**config.mk**
```make
export PLATFORM = sky130hd
export DESIGN_NAME = alu_sequencer_flat
export DESIGN_NICKNAME = d
export VERILOG_FILES = /design/src/rtl/alu_sequencer_if.sv /design/src/rtl/alu_sequencer.sv /design/src/flat_wrapper.sv
export SDC_FILE = /design/constraint.sdc
export NUM_CORES = 1
export LEC_CHECK = 0
export ABC_AREA = 1
export CAP_MARGIN = 15
export CORE_MARGIN = 3
export CORE_UTILIZATION = 56
export DETAILED_ROUTE_END_ITERATION = 16
export PLACE_DENSITY_LB_ADDON = 0.2
export SLEW_MARGIN = 20
export SYNTH_ARGS = -nofsm -noshare
export SYNTH_HDL_FRONTEND = slang
export SYNTH_SLANG_ARGS = --single-unit
```
**constraint.sdc**
```tcl
create_clock -name clk -period 3.2 [get_ports clk]
set_clock_uncertainty 0.05 [all_clocks]
set_input_delay 0.64 -clock clk [delete_from_list [all_inputs] [get_ports clk]]
set_output_delay 0.64 -clock clk [all_outputs]
set_load 0.05 [all_outputs]
```
**src/rtl/alu_sequencer_if.sv**
```systemverilog
// rtl/alu_sequencer_if.sv - command/response handshake bundle for alu_sequencer
// Ports (signals carried):
//   cmd_valid/cmd_ready, cmd_op[3:0], cmd_a[3:0], cmd_b[3:0]  command channel
//   rsp_valid/rsp_ready, rsp_r[7:0], rsp_zero/carry/sign/err   response channel
// master: the issuing control unit; slave: the sequencer.
interface alu_sequencer_if;
    logic       cmd_valid;
    logic       cmd_ready;
    logic [3:0] cmd_op;
    logic [3:0] cmd_a;
    logic [3:0] cmd_b;
    logic       rsp_valid;
    logic       rsp_ready;
    logic [7:0] rsp_r;
    logic       rsp_zero;
    logic       rsp_carry;
    logic       rsp_sign;
    logic       rsp_err;

    modport master (
        output cmd_valid, cmd_op, cmd_a, cmd_b, rsp_ready,
        input  cmd_ready, rsp_valid, rsp_r, rsp_zero, rsp_carry, rsp_sign, rsp_err
    );

    modport slave (
        input  cmd_valid, cmd_op, cmd_a, cmd_b, rsp_ready,
        output cmd_ready, rsp_valid, rsp_r, rsp_zero, rsp_carry, rsp_sign, rsp_err
    );
endinterface

```
**src/rtl/alu_sequencer.sv**
```systemverilog
// rtl/alu_sequencer.sv - command sequencer around a 4-bit ALU, incl. shift-add multiply
// Purpose: accepts one command at a time, runs it on the ALU (one cycle, or four
//          shift-add iterations for MUL) and holds the result until taken.
// Ports:
//   clk    in  clock, rising edge
//   reset  in  asynchronous active-high reset
//   s      alu_sequencer_if.slave command/response channels
// alu ports: l (1 = logic op), alu_op[1:0], a/b[3:0] in; r[3:0], carry out.

module alu (
    input  logic       l,
    input  logic [1:0] alu_op,
    input  logic [3:0] a,
    input  logic [3:0] b,
    output logic [3:0] r,
    output logic       carry
);
    logic [4:0] sum;

    always_comb begin
        sum   = 5'd0;
        r     = 4'd0;
        carry = 1'b0;
        if (!l) begin
            // Negation and subtraction use invert-plus-one, so carry means "no borrow".
            case (alu_op)
                2'b00:   sum = {1'b0, ~a} + 5'd1;
                2'b01:   sum = {1'b0, ~b} + 5'd1;
                2'b10:   sum = {1'b0, a} + {1'b0, b};
                default: sum = {1'b0, a} + {1'b0, ~b} + 5'd1;
            endcase
            r     = sum[3:0];
            carry = sum[4];
        end else begin
            case (alu_op)
                2'b00:   r = a & b;
                2'b01:   r = a | b;
                2'b10:   r = a ^ b;
                default: r = ~a;
            endcase
        end
    end
endmodule

module alu_sequencer #(
    parameter int MUL_EN = 1
) (
    input  logic            clk,
    input  logic            reset,
    alu_sequencer_if.slave  s
);
    typedef enum logic [1:0] {IDLE, EXEC, MUL, DONE} state_t;

    state_t     state_q, state_d;
    logic [3:0] op_q, op_d;
    logic [3:0] a_q, a_d;       // operand A; multiplicand M during MUL
    logic [3:0] b_q, b_d;       // operand B; low product half P_lo during MUL
    logic [3:0] p_hi_q, p_hi_d;
    logic [1:0] cnt_q, cnt_d;
    logic [7:0] rsp_r_q, rsp_r_d;
    logic       rsp_zero_q, rsp_zero_d;
    logic       rsp_carry_q, rsp_carry_d;
    logic       rsp_sign_q, rsp_sign_d;
    logic       rsp_err_q, rsp_err_d;

    logic       alu_l;
    logic [1:0] alu_op;
    logic [3:0] alu_a, alu_b, alu_r;
    logic       alu_carry;
    logic       cmd_is_mul, op_is_illegal;
    logic [7:0] mul_prod;

    assign cmd_is_mul    = (s.cmd_op == 4'b1000) && (MUL_EN != 0);
    assign op_is_illegal = op_q[3] && !((op_q == 4'b1000) && (MUL_EN != 0));
    // Product after this iteration: shifted-in sum on top, P_lo shifted right.
    assign mul_prod      = {alu_carry, alu_r, b_q[3:1]};

    alu u_alu (
        .l      (alu_l),
        .alu_op (alu_op),
        .a      (alu_a),
        .b      (alu_b),
        .r      (alu_r),
        .carry  (alu_carry)
    );

    // State register
    always_ff @(posedge clk or posedge reset) begin
        if (reset) begin
            state_q     <= IDLE;
            op_q        <= 4'd0;
            a_q         <= 4'd0;
            b_q         <= 4'd0;
            p_hi_q      <= 4'd0;
            cnt_q       <= 2'd0;
            rsp_r_q     <= 8'd0;
            rsp_zero_q  <= 1'b0;
            rsp_carry_q <= 1'b0;
            rsp_sign_q  <= 1'b0;
            rsp_err_q   <= 1'b0;
        end else begin
            state_q     <= state_d;
            op_q        <= op_d;
            a_q         <= a_d;
            b_q         <= b_d;
            p_hi_q      <= p_hi_d;
            cnt_q       <= cnt_d;
            rsp_r_q     <= rsp_r_d;
            rsp_zero_q  <= rsp_zero_d;
            rsp_carry_q <= rsp_carry_d;
            rsp_sign_q  <= rsp_sign_d;
            rsp_err_q   <= rsp_err_d;
        end
    end

    // Next state
    always_comb begin
        state_d = state_q;
        case (state_q)
            IDLE:    if (s.cmd_valid) state_d = cmd_is_mul ? MUL : EXEC;
            EXEC:    state_d = DONE;
            MUL:     if (cnt_q == 2'd3) state_d = DONE;
            default: if (s.rsp_ready) state_d = IDLE;
        endcase
    end

    // ALU drive: only latched registers ever reach the ALU.
    always_comb begin
        alu_l  = op_q[2];
        alu_op = op_q[1:0];
        alu_a  = a_q;
        alu_b  = b_q;
        if (state_q == MUL) begin
            alu_l  = 1'b0;
            alu_op = 2'b10;
            alu_a  = p_hi_q;
            alu_b  = b_q[0] ? a_q : 4'd0;
        end
    end

    // Datapath register updates
    always_comb begin
        op_d        = op_q;
        a_d         = a_q;
        b_d         = b_q;
        p_hi_d      = p_hi_q;
        cnt_d       = cnt_q;
        rsp_r_d     = rsp_r_q;
        rsp_zero_d  = rsp_zero_q;
        rsp_carry_d = rsp_carry_q;
        rsp_sign_d  = rsp_sign_q;
        rsp_err_d   = rsp_err_q;
        case (state_q)
            IDLE: begin
                if (s.cmd_valid) begin
                    op_d   = s.cmd_op;
                    a_d    = s.cmd_a;
                    b_d    = s.cmd_b;
                    p_hi_d = 4'd0;
                    cnt_d  = 2'd0;
                end
            end
            EXEC: begin
                if (op_is_illegal) begin
                    rsp_r_d     = 8'd0;
                    rsp_zero_d  = 1'b0;
                    rsp_carry_d = 1'b0;
                    rsp_sign_d  = 1'b0;
                    rsp_err_d   = 1'b1;
                end else begin
                    rsp_r_d     = {4'd0, alu_r};
                    rsp_zero_d  = (alu_r == 4'd0);
                    rsp_carry_d = alu_carry;
                    rsp_sign_d  = alu_r[3];
                    rsp_err_d   = 1'b0;
                end
            end
            MUL: begin
                p_hi_d = mul_prod[7:4];
                b_d    = mul_prod[3:0];
                cnt_d  = cnt_q + 2'd1;
                if (cnt_q == 2'd3) begin
                    rsp_r_d     = mul_prod;
                    rsp_zero_d  = (mul_prod == 8'd0);
                    rsp_carry_d = 1'b0;
                    rsp_sign_d  = mul_prod[7];
                    rsp_err_d   = 1'b0;
                end
            end
            default: ;
        endcase
    end

    // Outputs
    always_comb begin
        s.cmd_ready = (state_q == IDLE);
        s.rsp_valid = (state_q == DONE);
        s.rsp_r     = rsp_r_q;
        s.rsp_zero  = rsp_zero_q;
        s.rsp_carry = rsp_carry_q;
        s.rsp_sign  = rsp_sign_q;
        s.rsp_err   = rsp_err_q;
    end
endmodule
```
**src/flat_wrapper.sv**
```systemverilog
// flat-port wrapper written by rule: the top's interface ports become plain ports
module alu_sequencer_flat 
#(
    parameter int MUL_EN = 1
)
  (clk, reset, s_cmd_valid, s_cmd_op, s_cmd_a, s_cmd_b, s_rsp_ready, s_cmd_ready, s_rsp_valid, s_rsp_r, s_rsp_zero, s_rsp_carry, s_rsp_sign, s_rsp_err);
  alu_sequencer_if s_i ();
  input  logic clk;
  input  logic reset;
  input wire logic [$bits(s_i.cmd_valid)-1:0] s_cmd_valid;
  input wire logic [$bits(s_i.cmd_op)-1:0] s_cmd_op;
  input wire logic [$bits(s_i.cmd_a)-1:0] s_cmd_a;
  input wire logic [$bits(s_i.cmd_b)-1:0] s_cmd_b;
  input wire logic [$bits(s_i.rsp_ready)-1:0] s_rsp_ready;
  output wire logic [$bits(s_i.cmd_ready)-1:0] s_cmd_ready;
  output wire logic [$bits(s_i.rsp_valid)-1:0] s_rsp_valid;
  output wire logic [$bits(s_i.rsp_r)-1:0] s_rsp_r;
  output wire logic [$bits(s_i.rsp_zero)-1:0] s_rsp_zero;
  output wire logic [$bits(s_i.rsp_carry)-1:0] s_rsp_carry;
  output wire logic [$bits(s_i.rsp_sign)-1:0] s_rsp_sign;
  output wire logic [$bits(s_i.rsp_err)-1:0] s_rsp_err;
  assign s_i.cmd_valid = s_cmd_valid;
  assign s_i.cmd_op = s_cmd_op;
  assign s_i.cmd_a = s_cmd_a;
  assign s_i.cmd_b = s_cmd_b;
  assign s_i.rsp_ready = s_rsp_ready;
  assign s_cmd_ready = s_i.cmd_ready;
  assign s_rsp_valid = s_i.rsp_valid;
  assign s_rsp_r = s_i.rsp_r;
  assign s_rsp_zero = s_i.rsp_zero;
  assign s_rsp_carry = s_i.rsp_carry;
  assign s_rsp_sign = s_i.rsp_sign;
  assign s_rsp_err = s_i.rsp_err;
  alu_sequencer #(.MUL_EN(MUL_EN)) u_core (.clk(clk), .reset(reset), .s(s_i));
endmodule
```
==> flow_summary.ini <==
[job]
cap_violations = 0

[worst_setup_path]
endpoint_kind = flip-flop
worst_ep_arrival_time_ns = 3.01
start_kind = flip-flop
path_class = reg2reg
crit_fanout = 12
worstPathRequired_ns = 3.39

[synth]
synth-simple-area-share_pct = 29.9
synthAdderAreaFrac_pct = 11.1
synth_top_family_by_area = simple AND/OR/NAND/NOR gates
synthCells = 331
synth_nets = 367
synth-main-ff-cell = dfrtp_1
synthMuxAreaShare_pct = 0.887
yosysWarnings = 0
synthXorXnorAreaFrac_pct = 0.365
synth_edf_count = 0
synth.distinct_cells = 34
avgSynthCellArea_um2 = 7.24
netlist_area_mm2 = 0.00240
synth-compound-area-share_pct = 14.4
ys_ff_latch = 32
async_flop_share_pct = 100
yosysSeqAreaShare_pct = 33.4

[layout]
area_growth_pct = 17.2
n_antenna_cell = 0
final_layout_size_suffix_gt1_share_pct = 11.8
final_nets = 399
utilization_pct = 69.2

[detailed_routing]
wl_per_cell_um = 14.1
first_pass_iters = 4
drcViolationCount = 0
vias_per_cell = 5.39
vias = 2232
wl_um = 5830
drt_iter0_drc = 188
postRouteAntennaNets = 0

[floorplan]
die_h_um = 71.4
dieArea_mm2 = 0.00510
rows = 23
initial_core_util_pct = 59.1
die_w_um = 71.4
io_pins = 30
core_mm2 = 0.00406

[outcome]
outcome = complete, no violations

[sta]
relSlewSlack_pct = 65.5
tns_ns = 0
rsz0062_at_grt = no
worst_pin_slew_ns = 0.516
fmax_mhz = 355
slew_violations = 0
finalCritPeriodShare_pct = 88.0
finalCriticalPeriod_ns = 2.82
setup_violations = 0
hold_viol = 0

[grt]
grt.total_usage_pct = 25.1
grt_pass1_vias = 2136
grt_max_degree = 33
grt_pass1_wl_um = 10000
grt-ovfl-total = 0
antenna_found_initial = 0

[clocking]
clockRootBuffer = clkbuf_8
cts_sinks = 32
path_clk_slew_ns = 0.07
clock_path_buffers = 2
cts_tree = yes
cts_buffers = 5
clock_latency_ns = 0.29
h-tree-depth = 2
post-cts-setup-buffers = 0

[place]
place_congestion = 0.998
portBuffers = 29
dp_hpwl_um = 4460

[hold_path]
hold_class = reg2reg
==> cell families (layout without fill, tap and decap cells) <==
logic type | count (synthesis) | in the layout
simple gates | 162 | 162
xor+xnor | 1 | 1
mux | 2 | 2
compound gates | 60 | 60
flops | 32 | 32
buf+inv | 54 | 87
fa+ha+maj | 20 | 20
==> Yosys cell counts (4+ instances only) <==
cell     count  area (um2)
nor2_1      28         105
nand2_2      6        37.5
inv_1       38         143
o22ai_1      4        25.0
buf_6        4        45.0
dfrtp_1     32         801
nand2_1     90         338
o21ai_0     13        65.1
a31oi_1      8        50.1
nand3_1     22         110
nor2_2       5        31.3
a21oi_1     19        95.1
inv_2        6        22.5
nor2_4       4        45.0
o21ai_1      7        35.0
ha_1        18         225
==> critical path, cell delays in order, from the launching register on <==
cell and delay, ns:
dfrtp_1 0.39, inv_1 0.13, ha_2 0.36, o21ai_0 0.23, ha_1 0.28, fa_1 0.40
inv_1 0.07, nor2_1 0.05, nor2_1 0.10, o21ai_1 0.07, nor2_1 0.12, o21ai_1 0.11
nand2_1 0.12, nand2_1 0.06, nand2_1 0.07, nand3_1 0.07, nand2_1 0.06
==> stage by stage <==
stage | hold WS (ns) | std cells | worst slack, ns | area (um2)
floorplan | 0.403 | 331 | 0.694 | 2400
global placement | 0.414 | 406 | 0.342 | 2720
detailed placement | 0.426 | 406 | 0.253 | 2720
CTS | 0.443 | 414 | 0.253 | 2810
global route | 0.472 | 414 | 0.108 | 2810
finish | 0.439 | 414 | 0.382 | 2810
==> cell usage in the layout, fill, tap and decap left out, types with 3 or more instances in the layout <==
cell type	n
nand3_1	22
nand2_2	6
o21ai_2	3
inv_2	6
nor2_4	4
buf_4	5
o22ai_1	4
ha_1	17
a21oi_1	19
a31oi_1	8
nand2_1	90
clkbuf_8	5
nor2_1	28
clkdlybuf4s50_1	29
dfrtp_1	32
o21ai_0	13
nor2_2	5
inv_1	38
o21ai_1	7
==> timing repair <==
action | 4_1_cts | 5_1_grt
resized for setup | 0 | 1
setup endpoints to repair | 0 | 3
hold buffers | 0 | 0
==> metal layers <==
layer	wire (um)	vias up	share of wire, %	global-route usage (%)
met5	0	-	0	0
met4	127	0	2.2	10.2
met2	2700	73	46	38.7
met3	317	11	5.4	5.61
li1	-	1141	-	-
met1	2690	1007	46	34.4
==> sequential cells by signal (all words and copies together) (netlist names) <==
signal              count
u_core.a_q              4
u_core.b_q              4
u_core.cnt_q            2
u_core.op_q             4
u_core.p_hi_q           4
u_core.s.rsp_carry      1
u_core.s.rsp_err        1
u_core.s.rsp_r          8
u_core.s.rsp_sign       1
u_core.s.rsp_zero       1
u_core.state_q          2
==> layout make-up <==
class,count,area [um2]
repair buffers,34,328
well taps,50,62.6
clock buffers,5,68.8
inverters,45,171
clock inverters,3,18.8
fillers,374,1250
flip-flops and latches,32,801
multi-input cells,245,1360
==> final timing paths <==
check | startpoint | end | slack (ns) | cells after the start
setup / recovery | u_core.state_q[0] | u_core.s.rsp_zero | 0.38 | 16
min in group asynchronous | reset | u_core.p_hi_q[1] | 0.69 | 3
hold / removal | u_core.s.rsp_err | u_core.s.rsp_err | 0.44 | 2
max in group asynchronous | reset | u_core.b_q[3] | 2.12 | 3
setup reg to reg | u_core.state_q[0] | u_core.s.rsp_zero | 0.38 | 16
hold reg to reg | u_core.s.rsp_err | u_core.s.rsp_err | 0.44 | 2
Power is left out: the tool's default activity adds up to more than one toggle a clock period on the data nets, which glitch-free logic cannot reach.
